===== src/rtl/rsa_seq_ctrl.sv =====
// Host-to-core sequencer for the 256-bit RSA modexp core: loads N, M, E, starts, reads back the result.
// Optional busy-rise timeout abort is enabled by defining RSA_SEQ_CTRL_TIMEOUT_EN.
module rsa_seq_ctrl #(
    parameter int unsigned NBYTES       = 32,
    parameter int unsigned ADDR_W       = 5,
    parameter int unsigned BUSY_TIMEOUT = 1024
) (
    input  logic              clk,
    input  logic              reset,
    input  logic [7:0]        in_data,
    input  logic              in_valid,
    output logic              in_ready,
    output logic [7:0]        out_data,
    output logic              out_valid,
    input  logic              out_ready,
    output logic              done,
    output logic              err,
    output logic [1:0]        core_reg_sel,
    output logic [ADDR_W-1:0] core_addr,
    output logic [7:0]        core_wdata,
    input  logic [7:0]        core_rdata,
    output logic              core_we_n,
    output logic              core_oe_n,
    output logic              core_start_n,
    input  logic              core_busy
);

    localparam logic [ADDR_W-1:0] LAST_IDX = ADDR_W'(NBYTES - 1);
    localparam logic [1:0] SEL_RES = 2'd0;
    localparam logic [1:0] SEL_M   = 2'd1;
    localparam logic [1:0] SEL_E   = 2'd2;
    localparam logic [1:0] SEL_N   = 2'd3;

    if (NBYTES != (1 << ADDR_W) || BUSY_TIMEOUT == 0) begin : g_cfg_check
        $error("rsa_seq_ctrl: NBYTES must equal 2**ADDR_W and BUSY_TIMEOUT must be nonzero");
    end

    typedef enum logic [3:0] {
        S_IDLE,
        S_LOAD_N,
        S_LOAD_M,
        S_LOAD_E,
        S_START,
        S_WAIT_BUSY,
        S_WAIT_DONE,
        S_READ_ADDR,
        S_READ_WAIT,
        S_SEND
    } state_t;

    state_t            state, state_nxt;
    logic [ADDR_W-1:0] cnt, cnt_nxt;
    logic              rd_phase, rd_phase_nxt;
    logic              in_ready_nxt, out_valid_nxt, done_nxt, err_nxt;
    logic              we_n_nxt, oe_n_nxt, start_n_nxt;
    logic [7:0]        out_data_nxt, wdata_nxt;
    logic [1:0]        sel_nxt;
    logic [ADDR_W-1:0] addr_nxt;
    logic              accept_in, accept_out;

    assign accept_in  = in_valid && in_ready;
    assign accept_out = out_valid && out_ready;

`ifdef RSA_SEQ_CTRL_TIMEOUT_EN
    localparam int unsigned TMO_W = 16;
    localparam logic [TMO_W-1:0] TMO_LAST = TMO_W'(BUSY_TIMEOUT - 1);
    logic [TMO_W-1:0] tmo_cnt;

    // Cycles spent waiting for busy to rise; cleared outside WAIT_BUSY.
    always_ff @(posedge clk or negedge reset) begin
        if (!reset) begin
            tmo_cnt <= '0;
        end else if (state != S_WAIT_BUSY) begin
            tmo_cnt <= '0;
        end else begin
            tmo_cnt <= tmo_cnt + TMO_W'(1);
        end
    end
`endif

    // Next state and next values of every registered output.
    always_comb begin
        state_nxt    = state;
        cnt_nxt      = cnt;
        rd_phase_nxt = 1'b0;
        done_nxt     = 1'b0;
        err_nxt      = 1'b0;
        we_n_nxt     = 1'b1;
        oe_n_nxt     = 1'b1;
        start_n_nxt  = 1'b1;
        sel_nxt      = core_reg_sel;
        addr_nxt     = core_addr;
        wdata_nxt    = core_wdata;
        out_data_nxt = out_data;

        case (state)
            S_IDLE: begin
                state_nxt = S_LOAD_N;
                cnt_nxt   = '0;
            end
            S_LOAD_N, S_LOAD_M, S_LOAD_E: begin
                if (accept_in) begin
                    we_n_nxt  = 1'b0;
                    addr_nxt  = cnt;
                    wdata_nxt = in_data;
                    cnt_nxt   = cnt + ADDR_W'(1);
                    case (state)
                        S_LOAD_N: begin
                            sel_nxt = SEL_N;
                            if (cnt == LAST_IDX) state_nxt = S_LOAD_M;
                        end
                        S_LOAD_M: begin
                            sel_nxt = SEL_M;
                            if (cnt == LAST_IDX) state_nxt = S_LOAD_E;
                        end
                        default: begin
                            sel_nxt = SEL_E;
                            if (cnt == LAST_IDX) state_nxt = S_START;
                        end
                    endcase
                end
            end
            S_START: begin
                // The final E write is on the bus this cycle; start follows it.
                start_n_nxt = 1'b0;
                state_nxt   = S_WAIT_BUSY;
            end
            S_WAIT_BUSY: begin
                if (core_busy) begin
                    state_nxt = S_WAIT_DONE;
                end
`ifdef RSA_SEQ_CTRL_TIMEOUT_EN
                else if (tmo_cnt == TMO_LAST) begin
                    err_nxt   = 1'b1;
                    state_nxt = S_IDLE;
                end
`endif
            end
            S_WAIT_DONE: begin
                if (!core_busy) begin
                    state_nxt = S_READ_ADDR;
                    cnt_nxt   = '0;
                end
            end
            S_READ_ADDR: begin
                oe_n_nxt  = 1'b0;
                sel_nxt   = SEL_RES;
                addr_nxt  = cnt;
                state_nxt = S_READ_WAIT;
            end
            S_READ_WAIT: begin
                // First cycle is the strobe, second sees the core's registered data.
                if (!rd_phase) begin
                    rd_phase_nxt = 1'b1;
                end else begin
                    out_data_nxt = core_rdata;
                    state_nxt    = S_SEND;
                end
            end
            S_SEND: begin
                if (accept_out) begin
                    if (cnt == LAST_IDX) begin
                        done_nxt  = 1'b1;
                        state_nxt = S_IDLE;
                    end else begin
                        cnt_nxt   = cnt + ADDR_W'(1);
                        state_nxt = S_READ_ADDR;
                    end
                end
            end
            default: begin
                state_nxt = S_IDLE;
            end
        endcase

        in_ready_nxt  = (state_nxt == S_LOAD_N) || (state_nxt == S_LOAD_M) ||
                        (state_nxt == S_LOAD_E);
        out_valid_nxt = (state_nxt == S_SEND);
    end

    // State and output registers.
    always_ff @(posedge clk or negedge reset) begin
        if (!reset) begin
            state        <= S_IDLE;
            cnt          <= '0;
            rd_phase     <= 1'b0;
            in_ready     <= 1'b0;
            out_valid    <= 1'b0;
            out_data     <= 8'd0;
            done         <= 1'b0;
            err          <= 1'b0;
            core_we_n    <= 1'b1;
            core_oe_n    <= 1'b1;
            core_start_n <= 1'b1;
            core_reg_sel <= 2'd0;
            core_addr    <= '0;
            core_wdata   <= 8'd0;
        end else begin
            state        <= state_nxt;
            cnt          <= cnt_nxt;
            rd_phase     <= rd_phase_nxt;
            in_ready     <= in_ready_nxt;
            out_valid    <= out_valid_nxt;
            out_data     <= out_data_nxt;
            done         <= done_nxt;
            err          <= err_nxt;
            core_we_n    <= we_n_nxt;
            core_oe_n    <= oe_n_nxt;
            core_start_n <= start_n_nxt;
            core_reg_sel <= sel_nxt;
            core_addr    <= addr_nxt;
            core_wdata   <= wdata_nxt;
        end
    end

endmodule


===== config.mk =====
export PLATFORM = sky130hd
export DESIGN_NAME = rsa_seq_ctrl
export DESIGN_NICKNAME = d
export VERILOG_FILES = /design/src/rtl/rsa_seq_ctrl.sv
export SDC_FILE = /design/constraint.sdc
export NUM_CORES = 1
export LEC_CHECK = 0
export CAP_MARGIN = 40
export CORE_MARGIN = 8
export CORE_UTILIZATION = 45
export DETAILED_ROUTE_END_ITERATION = 7
export GPL_TIMING_DRIVEN = 0
export PLACE_DENSITY = 0.85
export SKIP_LAST_GASP = 1
export SLEW_MARGIN = 25
export SYNTH_ARGS = -nofsm -noshare
export SYNTH_HDL_FRONTEND = slang
export SYNTH_SLANG_ARGS = --single-unit

===== constraint.sdc =====
create_clock -name clk -period 2.5 [get_ports clk]
set_clock_uncertainty 0.05 [all_clocks]
set_input_delay 0.5 -clock clk [delete_from_list [all_inputs] [get_ports clk]]
set_output_delay 0.5 -clock clk [all_outputs]
set_load 0.05 [all_outputs]

# --- Word-level counts from Yosys, hierarchy flattened ---
# Index checks and enable logic that the tools add are counted.
op_classes:
  eq_ne: 18
  add_sub_neg: 1
  reduce_logical: 12
  mux: 30
op_table:
  columns: ["op", "count"]
  rows:
  - ["$mux W4", 8]
  - ["$pmux W4 S8", 1]
  - ["$mux W5", 5]
  - ["$pmux W5 S4", 1]
  - ["$eq A4 B2 Y1 const B", 4]
  - ["$eq A4 B3 Y1 const B", 4]
  - ["$eq A4 B4 Y1 const B", 3]
  - ["$pmux W5 S2", 1]
  - ["$mux W1", 9]
  - ["$eq A4 B1 Y1 const B", 2]
  - ["$ne A2 B2 Y1 const B", 4]
  - ["$pmux W2 S2", 2]
  - ["$pmux W4 S2", 1]
  - ["$reduce_and A2 Y1", 3]
  - ["$add A5 B1 Y5 const B", 1]
  - ["$eq A5 B5 Y1 const B", 1]
  - ["$reduce_and A5 Y1", 1]
  - ["$logic_not A4 Y1", 1]
  - ["$reduce_bool A4 Y1", 1]
  - ["$mux W3", 1]
  - ["$reduce_or A3 Y1", 1]
  - ["$logic_and A1 B1 Y1", 2]
  - ["$logic_or A1 B1 Y1", 2]
  - ["$mux W2", 1]
  - ["$reduce_bool A2 Y1", 1]
totals:
  elab_cells: 74
  in_bits: 21
  out_inout_bits: 30
  regBits: 39

# --- Longest topological paths before layout ---
logic_depth:
  word_depth: 8
  ltp_mapped: 7
  depth_no_buf: 7

# --- Worst setup path after synthesis ---
# OpenSTA, ideal clock, no wires.
synth_timing:
  kind: "flip-flop to flip-flop"
  startpoint: "register cnt[0]"
  endpoint: "register in_ready"
  t_arrival_ns: 1.767
  slack_ns: 0.596
  setup_ns: 0.087
  t_required_ns: 2.363
  path_stages_with_launch: 8
  n_path_buf: 0
  period_less_slack_ns: 1.904
  cell_sequence: "dfrtp_1 ha_1 and3_1 ha_1 nand3_1 a21oi_1 a2111o_1 a211oi_2"
synth_between:
  elab_chain_len: 8
  word_cells_on_any_way: 14
  classes_between: "eq/ne: 4; mux: 8; reduce/logical: 2"
synth_lines:
  columns: ["item", "line_no", "rtl"]
  rows:
  - ["start: declaration", "52", "logic [ADDR_W-1:0] cnt, cnt_nxt;"]
  - ["start signal: assignment", "200", "cnt <= cnt_nxt;"]
  - ["$eq A5 B5 Y1 (*)", null, null]
  - ["$mux W4, on equally long branches", "118, 110, 114", null]
  - ["$pmux W4 S2", "107", "case (state)"]
  - ["$mux W4", "102", "if (accept_in) begin"]
  - ["$pmux W4 S8 (*)", "96", "case (state)"]
  - ["$eq A4 B1 Y1 or $eq A4 B2 Y1 (tied branches)", "176", "in_ready_nxt = (state_nxt == S_LOAD_N) || (state_nxt == S_LOAD_M) ||"]
  - ["$logic_or A1 B1 Y1", "176", null]
  - ["$logic_or A1 B1 Y1 (*)", "176", null]
  - ["named net in_ready_nxt", "54", "logic in_ready_nxt, out_valid_nxt, done_nxt, err_nxt;"]
  - ["end signal: assignment", "202", "in_ready <= in_ready_nxt;"]
  - ["end: declaration", "12", "output logic in_ready,"]
# The timed path passes the listed nets; every way through them passes the cells marked *.
# A chain may end at the register's enable or synchronous reset.

# --- Worst setup path in the final report ---
layout_timing:
  startpoint: "register core_oe_n"
  endpoint: "output port core_oe_n"
layout_lines:
  columns: ["item", "line_no", "rtl"]
  rows:
  - ["start: declaration", "23", "output logic core_oe_n,"]
  - ["start signal: assignment", "208", "core_oe_n <= oe_n_nxt;"]
# No word-level cell between the ends.

==> results.toml <==
[run_status]
outcome = "finished clean"

[pwr]
p_per_area_nw_per_um2 = 1020
leakage_nw = 1.02
vdd_drop_max_v = 0.000425

[timing]
worst_pin_slew_ns = 0.532
slew_violations = 0
fin_ws_ns = 0.336
finalSetupViolCount = 0
fin_crit_sh = 0.865
fmax_mhz = 462
maxSlewHeadroom = 0.644
period_needed_ns = 2.16
timing_hold_violations_final = 0
rsz0062_at_grt = "false"

[synthesis]
netlist_instances = 146
synth_common_cells = "36 x dfrtp_1, 21 x mux2_2, 17 x nand2_1, 6 x o21ai_0"
synth_area_per_cell_sq_um = 12.1
synth_edf_count = 0
synth_area_sq_um = 1760
synth_most_common_cell = "dfrtp_1"
yosys_register_bits = 39
synthTopCellsByArea = "dfrtp_1 51%, mux2_2 13%, dfstp_2 4.5%"
synth_top_area_frac = 0.511
synth_nets = 169
yosysWarnings = 0
ys_seq_area_frac = 0.555
synth.distinct_cells = 40
synth-main-ff-cell = "dfrtp_1"
yosysTopAreaCell = "dfrtp_1"
synth_async_sr_flop_share = 1.00

[cts]
cts_buffer_depth = 2
cts-resized-gates = 0
clock-root-buffer = "clkbuf_8"
ctsHoldBuffers = 0
clk_pin_slew_ns = 0.08
cts_tree = "done"
postCtsSetupRepairBufs = 0
clock_latency_ns = 0.29
htreeDepth = 2
cts.sinks = 39
numCtsBuffers = 5

[critical_path]
worst-endpoint-required_ns = 1.95
critPathMaxStageDelay_ns = 0.81
critical_path.cell_chain = "clkdlybuf4s50_1"
cp_max_fo = 1
crit_buf_inv = 1
crit_family = "buffers and inverters"
critPathSlowestCell = "clkdlybuf4s50_1"
critical_path_class = "flop to output port"
cp-start-kind = "flop"
endpoint_kind = "output port"
crit_arrival_ns = 1.61

[floorplan]
rows = 22
dieHeight_um = 78.6
die-area_sq_um = 6180
top_level_ports = 51
die_w_um = 78.6
start_util = 0.475
core-area_sq_um = 3720

[routing]
drc = 0
ant_nets = 0
dr.pass1.iters = 4
viasPerCell = 5.31
vias = 1339
first_iter_violations = 147
finalWirelength_um = 3740
wl_per_cell_um = 14.8

[grt]
grt_start_max_net_pins = 32
grt_pass1_vias = 1408
grt-ovfl-total = 0
grt_pass1_wl_um = 6290
antenna_found_initial = 0
grtUsageTotal = 0.126

[layout]
drive_gt1_frac = 0.240
area_growth_pct = 37.1
antennaDiodeCount = 0
nets = 226
final_cell_area_sq_um = 2420

[place]
pre_cts_ws_ns = 0.258
hpwl_um = 2870
port_buffers = 49
placed_cell_area_sq_um = 2330
gp_congestion = 0.879

[flow_run]
maxCapViolCount = 0

[min_path]
hp-class = "input pin to async pin"
power by group:
part / internal, mW / leakage, nW / switching, mW / total, mW
clock network: 0.194 / 0.0402 / 0.221 / 0.414
registers: 0.797 / 0.462 / 0.115 / 0.912
logic: 0.449 / 0.517 / 0.703 / 1.15
layout make-up:
class	instances	area [sq um]
fillers	312	1300
flip-flops and latches	39	980
multi-input cells	97	736
repair buffers	50	505
clock buffers	5	68.8
well taps	48	60.1
plain buffers	5	30.0
clock inverters	3	20.0
inverters	5	18.8
placed cells by master (no fill, tap or decap), types with 2 or more instances in the layout:
master / instances
nand2_1: 17
clkbuf_8: 5
mux2_2: 21
buf_4: 2
nor2b_1: 2
o21ai_1: 3
and2_1: 2
dfstp_2: 3
a211oi_2: 2
dfrtp_1: 36
o21ai_0: 6
clkdlybuf4s50_1: 48
ha_1: 2
clkinvlp_4: 2
nand3_1: 4
nor3_1: 2
nand2b_1: 5
nor2_1: 4
a21oi_1: 5
inv_1: 5
buf_2: 4
kinds of logic (layout without fill, tap and decap cells):
family / after synthesis / in the layout / share of synthesized area
simple gates: 47 / 47 / 0.157
other cells: 1 / 1 / 0.00213
flops: 39 / 39 / 0.555
compound gates: 26 / 26 / 0.109
fa+ha+maj: 2 / 2 / 0.0142
mux: 21 / 21 / 0.134
buf+inv: 10 / 68 / 0.0277
registers in the layout (all words and copies together), names as in the netlist:
| signal | cells |
|---|---|
| cnt | 5 |
| core_addr | 5 |
| core_oe_n | 1 |
| core_reg_sel | 2 |
| core_start_n | 1 |
| core_wdata | 8 |
| core_we_n | 1 |
| done | 1 |
| in_ready | 1 |
| out_data | 8 |
| out_valid | 1 |
| rd_phase | 1 |
| state | 4 |
metrics by stage:
step | instances | hold slack [ns] | total power, mW | util | TNS [ns]
final | 252 | 0.00837 | 2.48 | 0.651 | 0
after global routing | 252 | 0.00514 | 2.62 | 0.651 | 0
after CTS | 252 | 0.00919 | 2.51 | 0.651 | 0
after detailed placement | 244 | 0.328 | 2.09 | 0.627 | 0
after global placement | 243 | 0.393 | 2.06 | 0.623 | -0.419
after floorplan | 146 | 0.154 | 1.70 | - | 0
worst paths after layout:
kind	from	endpoint	slack, ns	cells past startpoint
max	core_oe_n	core_oe_n	0.34	1
min	reset	cnt[3]	0.008	1
max reg2reg	cnt[0]	in_ready	0.40	7
min reg2reg	rd_phase	rd_phase	0.41	1
max in group asynchronous	reset	core_we_n	1.90	2
min in group clk	rd_phase	rd_phase	0.41	1
layer usage:
layer | global-route usage | wire (um) | vias to the layer above
li1 | - | - | 635
met1 | 0.150 | 1620 | 646
met2 | 0.195 | 1760 | 53
met3 | 0.0456 | 309 | 5
met4 | 0.0685 | 57 | 0
met5 | 0 | 0 | -
No activity file was read; power rests on OpenSTA's default activity.
